===== config.mk =====
export PLATFORM = sky130hd
export DESIGN_NAME = reaction_timer_rounds
export DESIGN_NICKNAME = d
export VERILOG_FILES = /design/src/rtl/reaction_pkg.sv /design/src/rtl/bcd_counter.sv /design/src/rtl/reaction_timer_rounds.sv
export SDC_FILE = /design/constraint.sdc
export NUM_CORES = 1
export LEC_CHECK = 0
export CORE_MARGIN = 5
export CORE_UTILIZATION = 55
export CTS_BUF_LIST = sky130_fd_sc_hd__clkbuf_4
export CTS_CLUSTER_DIAMETER = 60
export DETAILED_ROUTE_END_ITERATION = 12
export MAX_ROUTING_LAYER = met4
export PLACE_DENSITY = 0.76
export SETUP_SLACK_MARGIN = 0.15
export SLEW_MARGIN = 5
export SYNTH_ARGS = -nofsm -noshare
export SYNTH_HDL_FRONTEND = slang
export SYNTH_SLANG_ARGS = --single-unit

===== constraint.sdc =====
create_clock -name clk -period 3.5 [get_ports clk]
set_input_delay 0.7 -clock clk [delete_from_list [all_inputs] [get_ports clk]]
set_output_delay 0.7 -clock clk [all_outputs]
set_load 0.02 [all_outputs]

===== src/rtl/reaction_pkg.sv =====
// Shared types and constants for the reaction timer: FSM states, LFSR constants
// and the all-9s BCD pattern helper.
package reaction_pkg;

    typedef enum logic [2:0] {
        S_IDLE,
        S_WAIT,
        S_TIME,
        S_SHOW,
        S_FOUL,
        S_DONE
    } state_e;

    localparam logic [15:0] LFSR_SEED = 16'hACE1;
    // Taps 16,14,13,11 expressed as bit positions 15,13,12,10
    localparam logic [15:0] LFSR_TAPS = 16'hB400;

    localparam int unsigned BCD_MAX_DIGITS = 8;

    function automatic logic [4*BCD_MAX_DIGITS-1:0] bcd_all9(input int unsigned digits);
        logic [4*BCD_MAX_DIGITS-1:0] v;
        v = '0;
        for (int unsigned i = 0; i < BCD_MAX_DIGITS; i++) begin
            if (i < digits) v[4*i +: 4] = 4'h9;
        end
        return v;
    endfunction

endpackage


===== src/rtl/bcd_counter.sv =====
// Multi-digit BCD incrementer that saturates at all-9s instead of wrapping;
// can also be forced straight to all-9s.
module bcd_counter
    import reaction_pkg::*;
#(
    parameter int unsigned DIGITS = 3
) (
    input  logic                clk,
    input  logic                reset,
    input  logic                clr,
    input  logic                sat,
    input  logic                inc,
    output logic [4*DIGITS-1:0] count,
    output logic                max
);

    localparam int unsigned     W    = 4 * DIGITS;
    localparam logic [W-1:0]    ALL9 = W'(bcd_all9(DIGITS));

    logic [W-1:0] count_q, count_d;
    logic         max_q, max_d;
    logic         carry;

    // Ripple the +1 through the digits, LSD first
    always_comb begin
        count_d = count_q;
        carry   = 1'b1;
        if (clr) begin
            count_d = '0;
        end else if (sat) begin
            count_d = ALL9;
        end else if (inc && !max_q) begin
            for (int unsigned i = 0; i < DIGITS; i++) begin
                if (carry) begin
                    if (count_q[4*i +: 4] == 4'h9) begin
                        count_d[4*i +: 4] = 4'h0;
                    end else begin
                        count_d[4*i +: 4] = count_q[4*i +: 4] + 4'h1;
                        carry             = 1'b0;
                    end
                end
            end
        end
        max_d = (count_d == ALL9);
    end

    always_ff @(posedge clk or posedge reset) begin
        if (reset) begin
            count_q <= '0;
            max_q   <= 1'b0;
        end else begin
            count_q <= count_d;
            max_q   <= max_d;
        end
    end

    assign count = count_q;
    assign max   = max_q;

endmodule


===== src/rtl/reaction_timer_rounds.sv =====
// Multi-round reaction timer: random wait, LED, BCD ms measurement, foul and
// timeout detection, best-time tracking over ROUNDS attempts.
module reaction_timer_rounds
    import reaction_pkg::*;
#(
    parameter int unsigned TICK_DIV     = 50000,
    parameter int unsigned DIGITS       = 3,
    parameter int unsigned ROUNDS       = 4,
    parameter int unsigned MIN_DELAY_MS = 1000,
    parameter int unsigned DELAY_BITS   = 11
) (
    input  logic                         clk,
    input  logic                         reset,
    input  logic                         start,
    input  logic                         stop,
    output logic                         led,
    output logic [4*DIGITS-1:0]          time_bcd,
    output logic [4*DIGITS-1:0]          best_bcd,
    output logic [$clog2(ROUNDS+1)-1:0]  round_idx,
    output logic                         foul,
    output logic                         run_done,
    output logic                         done_tick
);

    localparam int unsigned  TW   = 4 * DIGITS;
    localparam int unsigned  RW   = $clog2(ROUNDS + 1);
    localparam int unsigned  PW   = (TICK_DIV > 1) ? $clog2(TICK_DIV) : 1;
    localparam int unsigned  DW   = $clog2(MIN_DELAY_MS + 2**DELAY_BITS);
    localparam logic [TW-1:0] ALL9 = TW'(bcd_all9(DIGITS));

    state_e          state_q, state_d;
    logic [PW-1:0]   presc_q, presc_d;
    logic [15:0]     lfsr_q, lfsr_d;
    logic [DW-1:0]   dly_q, dly_d;
    logic [TW-1:0]   best_q, best_d;
    logic [RW-1:0]   round_q, round_d;
    logic            led_q, foul_q, run_done_q, done_tick_q, done_tick_d;
    logic            tick_c;
    logic            cnt_clr, cnt_sat, cnt_inc, cnt_max;
    logic [TW-1:0]   cnt_val;
    logic [DW-1:0]   dly_load;

    assign tick_c   = (presc_q == PW'(TICK_DIV - 1));
    assign presc_d  = tick_c ? '0 : presc_q + PW'(1);
    assign lfsr_d   = {lfsr_q[14:0], ^(lfsr_q & LFSR_TAPS)};
    assign dly_load = DW'(MIN_DELAY_MS) + DW'(lfsr_q[DELAY_BITS-1:0]);

    bcd_counter #(.DIGITS(DIGITS)) u_time (
        .clk   (clk),
        .reset (reset),
        .clr   (cnt_clr),
        .sat   (cnt_sat),
        .inc   (cnt_inc),
        .count (cnt_val),
        .max   (cnt_max)
    );

    // Next-state logic; a timeout tick finishes the round exactly like stop
    always_comb begin
        state_d     = state_q;
        dly_d       = dly_q;
        best_d      = best_q;
        round_d     = round_q;
        cnt_clr     = 1'b0;
        cnt_sat     = 1'b0;
        cnt_inc     = 1'b0;
        done_tick_d = 1'b0;
        case (state_q)
            S_IDLE: begin
                if (start) begin
                    state_d = S_WAIT;
                    dly_d   = dly_load;
                    cnt_clr = 1'b1;
                end
            end
            S_WAIT: begin
                if (stop) begin
                    state_d = S_FOUL;
                    cnt_sat = 1'b1;
                end else if (dly_q == '0) begin
                    state_d = S_TIME;
                end else if (tick_c) begin
                    dly_d = dly_q - DW'(1);
                end
            end
            S_TIME: begin
                if (stop || (tick_c && cnt_max)) begin
                    state_d     = S_SHOW;
                    done_tick_d = 1'b1;
                    round_d     = round_q + RW'(1);
                    if (cnt_val < best_q) best_d = cnt_val;
                end else if (tick_c) begin
                    cnt_inc = 1'b1;
                end
            end
            S_SHOW: begin
                if (start) begin
                    if (round_q == RW'(ROUNDS)) begin
                        state_d = S_DONE;
                    end else begin
                        state_d = S_WAIT;
                        dly_d   = dly_load;
                        cnt_clr = 1'b1;
                    end
                end
            end
            S_FOUL: begin
                if (start) begin
                    state_d = S_WAIT;
                    dly_d   = dly_load;
                    cnt_clr = 1'b1;
                end
            end
            S_DONE: begin
                if (start) begin
                    state_d = S_WAIT;
                    dly_d   = dly_load;
                    cnt_clr = 1'b1;
                    best_d  = ALL9;
                    round_d = '0;
                end
            end
            default: state_d = S_IDLE;
        endcase
    end

    always_ff @(posedge clk or posedge reset) begin
        if (reset) begin
            state_q     <= S_IDLE;
            presc_q     <= '0;
            lfsr_q      <= LFSR_SEED;
            dly_q       <= '0;
            best_q      <= ALL9;
            round_q     <= '0;
            led_q       <= 1'b0;
            foul_q      <= 1'b0;
            run_done_q  <= 1'b0;
            done_tick_q <= 1'b0;
        end else begin
            state_q     <= state_d;
            presc_q     <= presc_d;
            lfsr_q      <= lfsr_d;
            dly_q       <= dly_d;
            best_q      <= best_d;
            round_q     <= round_d;
            led_q       <= (state_d == S_TIME);
            foul_q      <= (state_d == S_FOUL);
            run_done_q  <= (state_d == S_DONE);
            done_tick_q <= done_tick_d;
        end
    end

    assign led       = led_q;
    assign time_bcd  = cnt_val;
    assign best_bcd  = best_q;
    assign round_idx = round_q;
    assign foul      = foul_q;
    assign run_done  = run_done_q;
    assign done_tick = done_tick_q;

endmodule


==> key figures, run 1 <==
Global routing
  • Initial antenna violation count: 0
  • First-pass GRT wire length: 15.0 mm
  • Pin count of the biggest net entering global routing: 80
  • Global Route Usage Sum: around 20%
  • Vias in the first global route: 3,088
  • Gr ovfl total: 0

Worst setup path
  • Critical Path Fanout Max: 9
  • Critical Path End Type: flip-flop
  • Cell Chain, Critical Path: clkdlybuf4s50_1 > nor3b_1 > nand2_2 > or4_2 > o21ai_0 > a21oi_1 > nor4_1
  • Req. time, crit path: 3.80 ns
  • Cell class contributing the biggest share of worst-path delay: simple AND/OR/NAND/NOR gates
  • Max incr delay on CP: 0.63 ns
  • CP arrival: 2.87 ns
  • Worst setup SP type: primary input
  • Crit path buffers/inverters: 1
  • Worst path slowest cell: or4_2
  • Worst Setup Path Type: in -> reg

Detailed routing
  • Vias: 3,291
  • Vias/cell: roughly 5.6
  • Antenna Violating Nets Remaining: 0
  • Post-route DRC: 0
  • DR WL/cell: 15.0 µm
  • Pre-antenna DRT Iters: 5
  • Routed WL: 8.75 mm
  • Drt first-iter violations: approximately 150

Pwr
  • Internal: 1.54 mW
  • Clk pwr share: between 10% and 20%
  • Pwr Density: 508 nW/µm²
  • Gate power share: between 30% and 40%
  • Maximum vdd drop: 0.231 mV
  • Power share of the sequential group: 47.6%
  • Leak: 2.12 nW
  • Sw frac: 37.6%
  • Switching power: 0.925 mW

Yosys
  • Seq/Total Area, Yosys: 46.3%
  • Yosys Warn Count: 0
  • Syn Nets: 464
  • Syn avg cell area: 9.71 µm²
  • Post-Synthesis Cells: 444
  • Post-synth EDFFs: 0
  • Dominant synthesized flop cell: dfrtp_1
  • Synthesis-stage register bit count: between 70 and 80
  • Post-synthesis cell type count: 68
  • Mapped Area: 4310 µm²
  • FFs w/ async S/R, synth: 100%

Flow run
  • Max-cap violations: 0

CTS
  • H-tree Lvls: 3
  • # hold bufs at CTS: 0
  • TritonCTS clock tree: done
  • Clock sink total: 79
  • Postcts setup bufs: 0
  • Post-CTS sizing: 0
  • Clk buf depth: 2
  • CTS root buf: clkbuf_4
  • Worst-path clk slew: 0.11 ns
  • CTS buffer count: 9
  • Worst skew pair latency: 0.42 ns

Floorplanning
  • Initial core utilization: 56.1%
  • Num ports: 35
  • Die area: 9710 µm²
  • Die X: 98.5 µm
  • Row count: 32
  • Core area: 7690 µm²
  • Die span in y: 98.5 µm

STA
  • Max Slew Vio Count: 0
  • RSZ-0062 raised after global routing: no
  • Setup TNS Final: 0 ns
  • Final hold vios: 0
  • Max Fclk: 0.390 GHz
  • Clk_skew: 0.0184 ns
  • Setup violators final: 0
  • Min Tclk post-route: between 2 and 3 ns
  • Worst Tran Pin Value: between 0.7 and 0.8 ns
  • Slew HR: 50.2%
  • Final period util: 73.3%
  • Min setup slack post-route: 0.933 ns

Cells and area
  • Cell Count, Final, Fillers Out: 584
  • Layout cell share with drive strength beyond 1: 12.7%
  • Layout Nets: 497
  • Filler Cell Count: approximately 660
  • Fin area: slightly below 5000 µm²
  • Commonest non-fill, non-tap cell in the layout: dfrtp_1
  • Ant diodes: 0
  • Area grow syn2layout: 12.5%
  • Commonest non-fill, non-tap cells in the layout: dfrtp_1 (65), nand2_1 (44), nor2_1 (39), clkdlybuf4s50_1 (34), a21oi_1 (30)

Placed design
  • Post-place setup slack: around 0.5 ns
  • Port bufs: 34
  • Post-Place Cells: around 570
  • GP Congestion: about 0.83
  • DP HPWL: around 6.2 mm
  • Placed Instance Area: 4740 µm²

Status
  • Status: complete, no violations

Hold path
  • Hold crit path type: reg -> reg
-- routing by layer --
metal | global-route usage, % | vias to the layer above | wire (µm)
met3 | 4.95 | 18 | 321
met4 | 6.20 | 0 | 174
li1 | - | 1628 | -
met2 | 31.1 | 72 | 4240
met5 | - | - | 0
met1 | 24.7 | 1573 | 4010
-- worst register-to-register path, delay by kind of cell, from the launching register on --
| family | cells | cell delay [ns] |
|---|---|---|
| flip-flops | 1 | 0.42 |
| AND/OR/NAND/NOR | 2 | 0.51 |
| adder cells (fa/ha/maj) | 1 | 0.19 |
| buffers and inverters | 1 | 0.08 |
| AO/OA/AOI/OAI | 4 | 1.20 |
-- final cells by class --
| cell class | instances | area, µm² | share of cell area [%] |
|---|---|---|---|
| Sequential cell | 79 | 1990 | 41.1 |
| Timing Repair Buffer | 37 | 375 | 7.74 |
| Clock buffer | 14 | 105 | 2.17 |
| Tap cell | 102 | 128 | 2.63 |
| Clock inverter | 2 | 7.51 | 0.155 |
| Inverter | 29 | 109 | 2.24 |
| Multi-Input combinational cell | 321 | 2130 | 43.9 |
-- final timing paths --
path | start | end | slack, ns | depth (start not counted)
setup / recovery | stop | u_time.max$_DFF_PP0_ | 0.93 | 7
hold / removal | lfsr_q[14]$_DFF_PP0_ | lfsr_q[15]$_DFF_PP1_ | 0.36 | 0
setup reg to reg | dly_q[0]$_DFFE_PP0P_ | dly_q[9]$_DFFE_PP0P_ | 1.00 | 8
hold reg to reg | lfsr_q[14]$_DFF_PP0_ | lfsr_q[15]$_DFF_PP1_ | 0.36 | 0
max in group asynchronous | reset | lfsr_q[11]$_DFF_PP1_ | 2.47 | 3
min in group asynchronous | reset | dly_q[4]$_DFFE_PP0P_ | 0.69 | 3
-- logic make-up (layout without fill, tap and decap cells) --
logic type	count (synthesis)	after routing	synth area share [%]
AND/OR/NAND/NOR	168	168	21.2
flip-flops	79	79	46.3
adder cells (fa/ha/maj)	17	17	4.88
multiplexers	17	17	4.15
AO/OA/AOI/OAI	92	92	13.7
buffers and inverters	44	82	4.30
XOR/XNOR	27	27	5.49
-- Yosys cell counts (3+ instances only) --
library cell   n  area (µm²)
a211oi_1       3        22.5
a21oi_1       30         150
and2_1         3        18.8
and3_1         7        43.8
and4bb_2       3        37.5
buf_2          6        30.0
clkbuf_1       6        22.5
dfrtp_1       65        1630
dfstp_2       14         368
ha_1          16         200
inv_1         28         105
mux2_2         7        78.8
mux2i_1       10         100
nand2_1       44         165
nand2b_1       7        43.8
nand3_1       10        50.1
nand4_1        8        50.1
nor2_1        39         146
nor2b_1        6        37.5
nor3_1        10        50.1
nor3b_1        6        45.0
nor4_1         4        25.0
o211ai_1       3        22.5
o21ai_0       26         130
o31ai_1        3        22.5
or3_1          6        37.5
xnor2_1       12         105
xor2_1        15         131
-- registers in the layout, summed over array words and instances (netlist names), 3 cells and up --
signal	flops
presc_q	16
dly_q	12
lfsr_q	16
round_idx	3
state_q	3
best_bcd	12
u_time.count	12
-- power by group through the flow --
stage               registers, mW  clock network [mW]  logic [mW]
global placement             1.18                   0       0.803
floorplan                    1.18                   0       0.559
CTS                          1.17               0.486       0.824
detailed placement           1.19                   0       0.820
finish                       1.17               0.468       0.824
global route                 1.20               0.530       0.917
-- per-stage QoR --
stage	hold WS (ns)	utilization, %	total power, mW
6_report	0.360	63.1	2.46
5_1_grt	0.386	63.1	2.64
4_1_cts	0.361	63.1	2.48
3_5_place_dp	0.337	61.6	2.01
3_3_place_gp	0.339	61.6	1.99
2_1_floorplan	0.333	-	1.74
No activity file was read; power rests on OpenSTA's default activity.
==> inputs of run 2 (changes only) <==
--- a/config.mk
+++ b/config.mk
@@ -11,7 +11,7 @@
 export CTS_CLUSTER_DIAMETER = 60
 export DETAILED_ROUTE_END_ITERATION = 12
 export MAX_ROUTING_LAYER = met4
-export PLACE_DENSITY = 0.76
+export PLACE_DENSITY = 0.79
 export SETUP_SLACK_MARGIN = 0.15
 export SLEW_MARGIN = 5
 export SYNTH_ARGS = -nofsm -noshare
==> constraint.sdc (replaced) <==
create_clock -name clk -period 2.2 [get_ports clk]
set_input_delay 0.44 -clock clk [delete_from_list [all_inputs] [get_ports clk]]
set_output_delay 0.44 -clock clk [all_outputs]
set_load 0.02 [all_outputs]
==> key figures, run 2 (synthesis gave the netlist of run 1 again) <==
STA
  • Min Tclk post-route: 2.21 ns
  • Slew HR: 65.3% (was 50.2%)
  • RSZ-0062 raised after global routing: yes (was no)
  • Max Fclk: 0.452 GHz
  • Min setup slack post-route: -0.0117 ns (was 0.933 ns)
  • Clk_skew: 0.0100 ns (was 0.0184 ns)
  • Setup violators final: 5 (was 0)
  • Final hold vios: 0 (unchanged)
  • Tightest hold margin: 0.376 ns (was 0.360 ns)
  • Final period util: 101%
  • Worst Tran Pin Value: 0.514 ns (was 0.745 ns)
  • Max Slew Vio Count: 0 (unchanged)

CTS
  • H-tree Lvls: 3 (unchanged)
  • CTS root buf: clkbuf_4 (unchanged)
  • Clock sink total: 79 (unchanged)
  • # hold bufs at CTS: 0 (unchanged)
  • CTS buffer count: 9 (unchanged)
  • Worst skew pair latency: 0.45 ns (was 0.42 ns)
  • TritonCTS clock tree: done (unchanged)
  • Clk buf depth: 2 (unchanged)
  • Worst-path clk slew: 0.13 ns (was 0.11 ns)

Worst setup path
  • Worst r2r path cells: 7 (was 8)
  • Req. time, crit path: 2.54 ns (was 3.80 ns)
  • Worst reg2reg setup slack: -0.01 ns (was 1.00 ns)
  • Critical Path Fanout Max: 5 (was 9)
  • Worst setup SP type: flip-flop (was primary input)
  • Stages on the worst setup path: 7 (unchanged)
  • Cell Chain, Critical Path: nor4b_4 > nand4_4 > buf_6 > or4_4 > o21ai_1 > a31o_2 > inv_1 (was clkdlybuf4s50_1 > nor3b_1 > nand2_2 > or4_2 > o21ai_0 > a21oi_1 > nor4_1)
  • Worst path slowest cell: dfrtp_2 (was or4_2)
  • Critical Path End Type: flip-flop (unchanged)
  • Max incr delay on CP: 0.46 ns (was 0.63 ns)
  • Crit path buffers/inverters: 2 (was 1)
  • Worst Setup SP: presc_q[7]$_DFF_PP0_ (was stop)
  • Worst Setup Path Type: reg -> reg (was in -> reg)
  • Cell class contributing the biggest share of worst-path delay: simple AND/OR/NAND/NOR gates (unchanged)
  • Worst r2r dst: u_time.count[11]$_DFF_PP0_ (was dly_q[9]$_DFFE_PP0P_)
  • CP Capture Point: u_time.count[11]$_DFF_PP0_ (was u_time.max$_DFF_PP0_)
  • FF-to-FF Start: presc_q[7]$_DFF_PP0_ (was dly_q[0]$_DFFE_PP0P_)
  • CP arrival: 2.55 ns (was 2.87 ns)

Global routing
  • First-pass GRT wire length: 17.5 mm (was 15.0 mm)
  • Pin count of the biggest net entering global routing: 80 (unchanged)
  • Initial antenna violation count: 0 (unchanged)
  • Vias in the first global route: 3,643 (was 3,088)
  • Gr ovfl total: 0 (unchanged)
  • Global Route Usage Sum: 23.0% (was 19.6%)

Pwr
  • Leak: 2.57 nW (was 2.12 nW)
  • Pwr Density: 843 nW/µm² (was 508 nW/µm²)
  • Maximum vdd drop: 0.429 mV (was 0.231 mV)

Detailed routing
  • Vias: 3,763 (was 3,291)
  • Pre-antenna DRT Iters: 5 (unchanged)
  • Antenna Violating Nets Remaining: 0 (unchanged)
  • Drt first-iter violations: 310 (was 145)
  • Post-route DRC: 0 (unchanged)
  • Vias/cell: 5.83 (was 5.64)
  • DR WL/cell: 16.8 µm (was 15.0 µm)
  • Routed WL: 10.9 mm (was 8.75 mm)

Floorplanning
  • Die area: 9710 µm² (unchanged)
  • Die X: 98.5 µm (unchanged)
  • Initial core utilization: 56.1% (unchanged)
  • Num ports: 35 (unchanged)
  • Core area: 7690 µm² (unchanged)
  • Die span in y: 98.5 µm (unchanged)
  • Row count: 32 (unchanged)

Status
  • Status: complete, but fails checks (was complete, no violations)
  • Violated checks: negative setup slack

Cells and area
  • Regs by FF count: lfsr_q (16), presc_q (16) (unchanged)
  • Layout Nets: 559 (was 497)
  • Area grow syn2layout: 30.4% (was 12.5%)
  • Commonest non-fill, non-tap cell in the layout: dfrtp_1 (unchanged)
  • Commonest non-fill, non-tap cells in the layout: dfrtp_1 (59), buf_4 (56), nand2_1 (43), nor2_1 (37), inv_1 (24) (was dfrtp_1 (65), nand2_1 (44), nor2_1 (39), clkdlybuf4s50_1 (34), a21oi_1 (30))
  • Ant diodes: 0 (unchanged)
  • Fin area: 5620 µm² (was 4850 µm²)
  • Layout cell share with drive strength beyond 1: 29.0% (was 12.7%)

Placed design
  • DP HPWL: 7.18 mm (was 6.21 mm)
  • Port bufs: 34 (unchanged)
  • GP Congestion: 0.912 (was 0.826)
  • Placed Instance Area: 5150 µm² (was 4740 µm²)

Flow run
  • Max-cap violations: 0 (unchanged)

Hold path
  • Hold crit path type: reg -> reg (unchanged)
==> run 2: cell type report <==
class	instances	area [µm²]
clock buffer	10	75.1
clock inverter	6	85.1
fill	529	2070
inverter	29	113
multi-input combinational	322	2330
sequential	79	2000
tap	102	128
timing repair buffer	98	885
==> run 2: per-layer routing <==
layer	global-route usage [%]	routed length, µm	vias up
met3	4.74	555	31
met1	29.8	4600	1851
met5	-	0	-
met2	36.5	5460	126
li1	-	-	1755
met4	7.14	251	0
==> run 2: how the worst min path moves through the flow <==
| stage | end | slack, ns | startpoint | depth (start not counted) |
|---|---|---|---|---|
| floorplan | lfsr_q[15]$_DFF_PP1_ | 0.33 | lfsr_q[14]$_DFF_PP0_ | 0 |
| global placement | lfsr_q[15]$_DFF_PP1_ | 0.34 | lfsr_q[14]$_DFF_PP0_ | 0 |
| detailed placement | lfsr_q[15]$_DFF_PP1_ | 0.34 | lfsr_q[14]$_DFF_PP0_ | 0 |
| CTS | lfsr_q[15]$_DFF_PP1_ | 0.38 | lfsr_q[14]$_DFF_PP0_ | 0 |
| global route | lfsr_q[15]$_DFF_PP1_ | 0.39 | lfsr_q[14]$_DFF_PP0_ | 0 |
| finish | lfsr_q[15]$_DFF_PP1_ | 0.38 | lfsr_q[14]$_DFF_PP0_ | 0 |
==> run 2: timing repair <==
action                                  CTS  global route
cloned                                    1             0
endpoints found under the setup margin   28            46
setup buffers                             7             9
resized for setup                        11            50
pin swaps                                 7            22
hold endpoints to repair                  0             0
==> run 2: metrics by stage <==
| stage | utilization, % | total power, mW | TNS, ns | instances | worst slack, ns |
|---|---|---|---|---|---|
| floorplan | - | 2.81 | 0 | 444 | 0.0334 |
| global placement | 66.9 | 3.37 | -0.310 | 613 | -0.109 |
| detailed placement | 66.9 | 3.45 | -0.628 | 613 | -0.264 |
| CTS | 70.1 | 4.50 | 0 | 637 | 0.0132 |
| global route | 73.1 | 5.01 | -0.432 | 646 | -0.0839 |
| finish | 73.1 | 4.74 | -0.0298 | 646 | -0.0117 |
==> run 2: worst reg2reg max path, delay by kind of cell (launching register included) <==
| family | cells | cell delay, ns |
|---|---|---|
| flip-flops | 1 | 0.46 |
| AND/OR/NAND/NOR | 3 | 1.02 |
| AO/OA/AOI/OAI | 2 | 0.39 |
| buffers and inverters | 2 | 0.24 |
==> run 2: report_power, final <==
group,internal (mW),total (mW),switching [mW]
Combinational,0.839,1.90,1.06
Clock,0.469,0.993,0.524
Sequential,1.62,1.85,0.233
==> inputs of run 3 (changes only) <==
--- a/config.mk
+++ b/config.mk
@@ -6,12 +6,12 @@
 export NUM_CORES = 1
 export LEC_CHECK = 0
 export CORE_MARGIN = 5
-export CORE_UTILIZATION = 55
+export CORE_UTILIZATION = 40
 export CTS_BUF_LIST = sky130_fd_sc_hd__clkbuf_4
 export CTS_CLUSTER_DIAMETER = 60
 export DETAILED_ROUTE_END_ITERATION = 12
 export MAX_ROUTING_LAYER = met4
-export PLACE_DENSITY = 0.79
+export PLACE_DENSITY_LB_ADDON = 0.3
 export SETUP_SLACK_MARGIN = 0.15
 export SLEW_MARGIN = 5
 export SYNTH_ARGS = -nofsm -noshare
==> key figures, run 3 (synthesis gave the netlist of run 1 again) <==
Cells and area
  • Filler Cell Count: 933 (was 529)
  • Area grow syn2layout: 34.4% (was 30.4%)
  • Fin area: 5790 µm² (was 5620 µm²)
  • Final Util: 54.1% (was 73.1%)
  • Commonest non-fill, non-tap cell in the layout: buf_4 (was dfrtp_1)
  • Layout Nets: 572 (was 559)
  • Layout cell share with drive strength beyond 1: 31.2% (was 29.0%)
  • Commonest non-fill, non-tap cells in the layout: buf_4 (69), dfrtp_1 (56), nand2_1 (42), nor2_1 (38), a21oi_1 (27) (was dfrtp_1 (59), buf_4 (56), nand2_1 (43), nor2_1 (37), inv_1 (24))
  • Multi-input gate area in the final layout: 2330 µm² (about the same)
  • Regs by FF count: lfsr_q (16), presc_q (16) (unchanged)
  • Storage cell area: 2010 µm² (was 2000 µm²)
  • Ant diodes: 0 (unchanged)

Floorplanning
  • Die span in y: 114 µm (was 98.5 µm)
  • Core area: 10,700 µm² (was 7690 µm²)
  • Die area: 13,000 µm² (was 9710 µm²)
  • Num ports: 35 (unchanged)
  • Die X: 114 µm (was 98.5 µm)
  • Initial core utilization: 40.3% (was 56.1%)
  • Row count: 38 (was 32)

STA
  • Setup TNS Final: 0 ns (was -0.0298 ns)
  • RSZ-0062 raised after global routing: yes (unchanged)
  • Worst Tran Pin Value: 0.474 ns (was 0.514 ns)
  • Max Slew Vio Count: 0 (unchanged)
  • Tightest hold margin: 0.316 ns (was 0.376 ns)
  • Clk_skew: 0.0170 ns (was 0.0100 ns)
  • Final period util: 97.6% (was 101%)
  • Slew HR: 67.6% (was 65.3%)
  • Final hold vios: 0 (unchanged)
  • Min Tclk post-route: 2.15 ns (was 2.21 ns)
  • Setup violators final: 0 (was 5)
  • Max Fclk: 0.466 GHz (was 0.452 GHz)

Pwr
  • Maximum vdd drop: 0.360 mV (was 0.429 mV)
  • Pwr Density: 815 nW/µm² (was 843 nW/µm²)
  • Leak: 2.63 nW (was 2.57 nW)

Placed design
  • GP Congestion: 0.844 (was 0.912)
  • Port bufs: 34 (unchanged)
  • Placed Instance Area: 5270 µm² (was 5150 µm²)
  • DP HPWL: 7.47 mm (was 7.18 mm)

Detailed routing
  • Pre-antenna DRT Iters: 4 (was 5)
  • Routed WL: 10.5 mm (was 10.9 mm)
  • Vias: 3,609 (was 3,763)
  • DR WL/cell: 15.1 µm (was 16.8 µm)
  • Vias/cell: 5.18 (was 5.83)
  • Post-route DRC: 0 (unchanged)
  • Drt first-iter violations: 202 (was 310)
  • Antenna Violating Nets Remaining: 0 (unchanged)

CTS
  • CTS buffer count: 9 (unchanged)
  • CTS root buf: clkbuf_4 (unchanged)
  • Clk buf depth: 2 (unchanged)
  • TritonCTS clock tree: done (unchanged)
  • H-tree Lvls: 3 (unchanged)
  • Worst-path clk slew: 0.14 ns (was 0.13 ns)
  • Worst skew pair latency: 0.43 ns (was 0.45 ns)
  • Clock sink total: 79 (unchanged)

Flow run
  • Max-cap violations: 0 (unchanged)

Global routing
  • Global Route Usage Sum: 16.9% (was 23.0%)
  • Pin count of the biggest net entering global routing: 30 (was 80)
  • First-pass GRT wire length: 17.3 mm (was 17.5 mm)
  • Vias in the first global route: 3,632 (was 3,643)
  • Gr ovfl total: 0 (unchanged)
  • Initial antenna violation count: 0 (unchanged)

Worst setup path
  • Critical Path Fanout Max: 6 (was 5)
  • CP arrival: 2.51 ns (was 2.55 ns)
  • Worst setup SP type: flip-flop (unchanged)
  • Req. time, crit path: 2.56 ns (was 2.54 ns)
  • Worst r2r dst: best_bcd[0]$_DFFE_PP1P_ (was u_time.count[11]$_DFF_PP0_)
  • Worst reg2reg setup slack: 0.05 ns (was -0.01 ns)
  • Worst Setup Path Type: reg -> reg (unchanged)
  • Critical Path End Type: flip-flop (unchanged)
  • Worst r2r path cells: 8 (was 7)
  • FF-to-FF Start: best_bcd[7]$_DFFE_PP1P_ (was presc_q[7]$_DFF_PP0_)

Status
  • Status: complete, no violations (was complete, but fails checks)

Hold path
  • Hold crit path type: in -> async (was reg -> reg)
==> run 3: critical path, cell delays in order (launching register included) <==
cell	delay (ns)
dfstp_2	0.55
inv_2	0.05
ha_4	0.20
and3_4	0.14
a2111o_1	0.39
a31oi_4	0.18
o211ai_4	0.12
buf_12	0.16
mux2_4	0.28
==> run 3: metal layers <==
metal | track usage [%] | routed length, µm | vias to the layer above
li1 | - | - | 1778
met1 | 22.2 | 5020 | 1752
met2 | 26.7 | 4990 | 63
met3 | 2.39 | 280 | 16
met4 | 6.57 | 216 | 0
met5 | - | 0 | -
==> run 3: worst max-delay path by stage <==
stage | from | end | slack (ns) | cells past startpoint
floorplan | best_bcd[7]$_DFFE_PP1P_ | best_bcd[0]$_DFFE_PP1P_ | 0.03 | 8
global placement | stop | u_time.count[9]$_DFF_PP0_ | -0.17 | 6
detailed placement | stop | u_time.max$_DFF_PP0_ | -0.21 | 8
CTS | best_bcd[7]$_DFFE_PP1P_ | best_bcd[1]$_DFFE_PP0P_ | 0.05 | 9
global route | presc_q[11]$_DFF_PP0_ | u_time.max$_DFF_PP0_ | -0.02 | 7
finish | best_bcd[7]$_DFFE_PP1P_ | best_bcd[0]$_DFFE_PP1P_ | 0.05 | 8
==> run 3: layout make-up <==
cell class	instances	share of cell area (%)
clock buffers	10	1.30
clock inverters	6	1.47
inverters	29	1.94
multi-input cells	321	40.2
flip-flops and latches	79	34.6
well taps	140	3.02
repair buffers	112	17.5
==> run 3: report_power, final <==
group | leakage [nW] | switching [mW] | internal [mW] | total, mW
registers | 0.982 | 0.219 | 1.62 | 1.84
clock network | 0.0840 | 0.520 | 0.470 | 0.990
logic | 1.57 | 1.01 | 0.877 | 1.89
==> run 3: what timing repair did <==
action                                 4_1_cts  5_1_grt
gates cloned                                 0        1
endpoints found under the hold margin        0        0
setup endpoints to repair                   32       38
pin swaps                                   11       20
hold buffers                                 0        0
buffers inserted                             8       13
gates resized for setup                     15       49
==> run 3: per-stage QoR <==
stage,std cells,setup WS [ns],total power [mW]
floorplan,444,0.0334,2.81
global placement,659,-0.170,3.47
detailed placement,659,-0.211,3.51
CTS,683,0.0540,4.56
global route,697,-0.0200,5.03
finish,697,0.0538,4.72
==> RTL change 1 (flow settings as in run 1) <==
Register the output `done_tick` once more, without a reset; this adds one clock of latency there. The other outputs are not delayed to match.
--- a/src/rtl/reaction_timer_rounds.sv
+++ b/src/rtl/reaction_timer_rounds.sv
@@ -157,5 +157,7 @@
     assign foul      = foul_q;
     assign run_done  = run_done_q;
-    assign done_tick = done_tick_q;
+    always_ff @(posedge clk) begin
+        done_tick <= done_tick_q;
+    end
 
 endmodule
Behaviour: same outputs for any inputs over 10 cycles, from zero or initial values and one cycle with reset high; that may be too few to reach the edited logic, so the function may still have changed.
==> RTL change 1 against run 1 <==
Routed wire length is 3.0% lower; hold slack lost 0.0065 ns; clock skew down 0.0075 ns; sequential cell count increased by 1; setup slack improved by 0.079 ns; power decreased by 1.2%; design area fell by 3.6%; synthesized area down 4.2%; critical path type is now reg2reg; critical endpoint is now run_done; largest cell class is now sequential cells; largest power group unchanged.
==> RTL change 1: results (changes against run 1) <==
stage	metric	value	unit	change
yosys	synth_ff_type	dfrtp_1		
routing	routed-via-count	3172		-3.6%
yosys	ys.warnings.count	0		unchanged
power	p_leak	2.081	nW	-2.0%
sta	worstMarginPinSlew	0.7265	ns	-0.01845 ns
sta	fin_skew	0.01086	ns	-0.007523 ns
global_routing	grt_max_degree	36		-55%
setup_path	crit_fanout	5		-4
layout	diodes	0		unchanged
cts	clkTransAtPathRegs	0.13	ns	+0.02 ns
power	ir_worst_vdd	0.0002773	V	+20%
cts	cts.path.max_buffers	2		unchanged
layout	fin_nets	467		-6.0%
yosys	muxShareOfSynthArea	1.455	%	-2.7 points
global_routing	grt_pass1_vias	3144		+1.8%
run_status	status	finished clean		
placement	gp_routability_congestion	0.8286		+0.33%
yosys	synth_compound_area_share	15.82	%	+2.1 points
yosys	synth.net_count	427		-8.0%
routing	wl	8483	µm	-3.0%
layout	final_common_cell	dfrtp_1		
setup_path	worstPathArrival	2.82	ns	-0.05 ns
yosys	synth_adder_area_share	4.850	%	-0.027 points
placement	dpl.hpwl	6073	µm	-2.2%
cts	htreeDepth	3		unchanged
yosys	ys_async_sr_fraction	98.75	%	-1.2 points
placement	dpl_cell_area	4572	µm²	-3.5%
yosys	ys_seq_area_share	48.80	%	+2.5 points
cts	post_cts_buffers	0		unchanged
cts	worstSkewPairLatency	0.43	ns	
routing	first_iter_violations	209		+44%
yosys	synth_xor_area_share	5.941	%	+0.45 points
yosys	synth_area_leaders	dfrtp_1 39%, dfstp_2 8.9%, ha_1 4.8%		
yosys	synth_cell_types	67		-1.5%
layout	drive_gt1_share	10.62	%	-2.0 points
worst_hold_path	hold_depth	0		unchanged
placement	portBuffers	34		unchanged
placement	place_ws	0.8062	ns	+0.2921 ns
layout	fillerInstances	629		-5.0%
global_routing	grt_pass1_wl	15010	µm	about the same
global_routing	track_usage	19.77	%	+0.19 points
yosys	synth_common_cells	65 x dfrtp_1, 43 x nor2_1, 29 x o21ai_0		
[RTL change 1: final timing paths]
| path | start | end | slack [ns] |
|---|---|---|---|
| max | dly_q[0] | run_done | 1.01 |
| min | done_tick_q | done_tick | 0.35 |
| max reg2reg | dly_q[0] | run_done | 1.01 |
| min reg2reg | done_tick_q | done_tick | 0.35 |
| max in group asynchronous | reset | best_bcd[0] | 1.95 |
| min in group asynchronous | reset | lfsr_q[2] | 0.70 |
[RTL change 1: layout make-up]
| cell class | count | share of cell area [%] |
|---|---|---|
| repair buffers | 38 | 7.919 |
| well taps | 99 | 2.648 |
| clock inverters | 7 | 0.8026 |
| inverters | 23 | 1.846 |
| flip-flops and latches | 80 | 43.07 |
| clock buffers | 9 | 1.445 |
| multi-input cells | 295 | 42.27 |
[RTL change 1: cells by family (layout without fill, tap and decap cells)]
group                    after synthesis  count (layout)
AND/OR/NAND/NOR                      143             143
AO/OA/AOI/OAI                        102             102
flip-flops                            80              80
buffers and inverters                 32              77
XOR/XNOR                              28              28
adder cells (fa/ha/maj)               16              16
multiplexers                           6               6
[RTL change 1: per-layer routing]
metal | routed length (µm) | share of wire, % | global-route usage (%) | vias up
met5 | 0 | 0 | - | -
met4 | 102 | 1.2 | 5.076 | 0
met3 | 387 | 4.6 | 4.892 | 10
met2 | 3740 | 44 | 28.13 | 80
met1 | 4251 | 50 | 28.41 | 1544
li1 | - | - | - | 1538
[RTL change 1: stage by stage]
stage,instances,util [%]
2_1_floorplan,407,-
3_3_place_gp,535,62.70
3_5_place_dp,535,62.70
4_1_cts,551,64.14
5_1_grt,551,64.14
6_report,551,64.14
[RTL change 1: power by group]
part           total, mW  internal, mW  switching, mW
Clock              0.458         0.139          0.319
Sequential          1.19          1.03          0.160
Combinational      0.787         0.341          0.447
[RTL change 1: critical path, stage by stage, from the launching register on]
cell	delay, ns
dfrtp_1	0.42
inv_1	0.10
ha_1	0.24
or4b_4	0.51
or4_4	0.48
nor2b_4	0.17
o21ai_0	0.10
a21o_1	0.21
and2_1	0.14
==> RTL change 2 (flow settings as in run 1) <==
Made on the original files. `TICK_DIV`: 50000 -> 25000.
--- a/src/rtl/reaction_timer_rounds.sv
+++ b/src/rtl/reaction_timer_rounds.sv
@@ -4,5 +4,5 @@
     import reaction_pkg::*;
 #(
-    parameter int unsigned TICK_DIV     = 50000,
+    parameter int unsigned TICK_DIV     = 25000,
     parameter int unsigned DIGITS       = 3,
     parameter int unsigned ROUNDS       = 4,
Function: no difference found for any inputs over 10 cycles, from zero or initial values and one cycle with reset high; that may be too few to reach the edited logic, so the function may still have changed.
==> RTL change 2 against run 1 <==
Power up 2.9%; routed wire length shrank 8.6%; design area shrank 5.1%; sequential cell count shrank 1; synthesized area decreased by 7.2%; setup slack better by 0.068 ns; critical path depth stayed put; critical path type unchanged; synthesized cell count decreased by 7.0%; non-clock buffer count grew 3.
==> RTL change 2: results (changes against run 1) <==
stage	metric	value	unit	change
run_status	status	finished clean		
global_routing	grt_pass1_wl	13580	µm	-9.6%
global_routing	grt_pass1_vias	2959		-4.2%
worst_hold_path	hold_path_end	lfsr_q[15]		
yosys	ys_seq_area_share	49.25	%	+3.0 points
cts	post_cts_buffers	0		unchanged
yosys	syn_inst	413		-7.0%
routing	first_iter_violations	144		-0.69%
cts	worstSkewPairLatency	0.41	ns	
yosys	ys.warnings.count	0		unchanged
yosys	synth_area_leaders	dfrtp_1 40%, dfstp_2 9.2%, ha_1 5.0%		
layout	top_regs	lfsr_q: 16 flops, presc_q: 15 flops		
cts	cts.path.max_buffers	2		unchanged
worst_hold_path	min_path_type	reg2reg		
global_routing	grt_max_degree	54		-33%
global_routing	track_usage	19.75	%	+0.17 points
sta	fin_skew	0.01994	ns	+0.001549 ns
sta	slew_headroom	51.60	%	+1.4 points
yosys	synth_common_cells	64 x dfrtp_1, 48 x nor2_1, 30 x a21oi_1, 30 x nand2_1, 28 x inv_1		
power	p_leak	2.016	nW	-5.1%
placement	dp.cells	541		-4.8%
cts	cts-root-buf	clkbuf_4		
placement	dpl.hpwl	5745	µm	-7.4%
placement	gp_routability_congestion	0.8380		+1.5%
setup_path	r2r_cells	6		-2
cts	cts_resized	0		unchanged
setup_path	r2r_start	presc_q[6]		
cts	clkTransAtPathRegs	0.12	ns	
setup_path	worstPathArrival	2.80	ns	-0.07 ns
placement	portBuffers	34		unchanged
routing	routed-via-count	3085		-6.3%
setup_path	ff2ff_setup_slack	1.01	ns	
layout	fin_nets	473		-4.8%
power	ir_worst_vdd	0.0003306	V	+43%
layout	instances_no_fill	558		-4.5%
global_routing	antenna_found_initial	1		+1
setup_path	worstReg2RegEnd	best_bcd[3]		
layout	fillerInstances	592		-11%
worst_hold_path	hold_depth	0		unchanged
yosys	synth_cell_types	53		-22%
worst_hold_path	hold_start	lfsr_q[14]		
cts	htreeDepth	3		unchanged
cts	cts_buffers	9		unchanged
yosys	synth.net_count	433		-6.7%
layout	drive_gt1_share	8.734	%	-3.9 points
yosys	ys_async_sr_fraction	100.0	%	unchanged
routing	dr.pass1.iters	4		-1
routing	wl	7993	µm	-8.6%
setup_path	crit_fanout	9		unchanged
die	die_area	9075	µm²	-6.5%
==> RTL change 2: changes by cell type after synthesis, sizes merged, moves of 3 or more <==
cell and delta:
nand4 -3, nand3 +6, nor2 +8, xnor2 +4, nor3 +5, a31oi +5
o211ai -3, nand2 -15, buf -5, or3 -5, and4 -3
==> RTL change 2: worst max path at each step <==
stage               startpoint           end  slack, ns
CTS                 presc_q[4]   best_bcd[3]       0.97
detailed placement        stop    u_time.max       0.62
global placement          stop    u_time.max       0.83
global route        presc_q[4]   best_bcd[0]       0.85
finish                    stop    u_time.max       1.00
floorplan                reset  best_bcd[10]       0.83
==> RTL change 2: cells by family after synthesis <==
kind of cell	share of synthesized area, %
adders and majority gates	5.006
AOI/OAI and AO/OA	11.73
DFF	49.25
xor gates and xnor gates	6.352
muxes	3.692
and+or+nand+nor	19.99
buffers and inverters	3.974
==> RTL change 2: critical path, cell delays in order <==
cell and delay [ns]:
clkdlybuf4s50_1 0.61, nor4bb_1 0.58, a31oi_1 0.09, nand2_1 0.28, a311o_1 0.16, o31ai_1 0.07
nor4_1 0.31
==> RTL change 2: layout make-up <==
type	count	area, µm²	area share, %
clock inverter	7	65.06	1.414
multi-input combinational	296	1871	40.65
tap	99	123.9	2.692
sequential	78	1969	42.80
timing repair buffer	40	397.9	8.646
inverter	28	105.1	2.284
antenna	1	2.502	0.05438
clock buffer	9	67.56	1.468
==> RTL change 2: routing by layer <==
metal	wire [µm]	global-route usage, %	up-vias
met5	0	-	-
met3	333	3.631	8
met1	3803	25.86	1476
met2	3740	30.26	75
li1	-	-	1526
met4	116	8.413	0
==> RTL change 2: through the flow <==
| stage | total power, mW | hold WS [ns] | setup slack (ns) | cell area, µm² |
|---|---|---|---|---|
| floorplan | 1.756 | 0.3330 | 0.8281 | 3999 |
| global placement | 1.999 | 0.3348 | 0.8349 | 4467 |
| CTS | 2.551 | 0.3846 | 0.9720 | 4599 |
| detailed placement | 2.031 | 0.3439 | 0.6203 | 4467 |
| global route | 2.720 | 0.3866 | 0.8508 | 4602 |
| finish | 2.536 | 0.3859 | 1.001 | 4602 |
==> RTL change 2: where the power goes <==
part | leakage [nW] | switching (mW) | internal (mW) | total [mW]
Sequential | 0.991 | 0.137 | 1.01 | 1.15
Combinational | 0.950 | 0.514 | 0.350 | 0.865
Clock | 0.0747 | 0.308 | 0.213 | 0.521
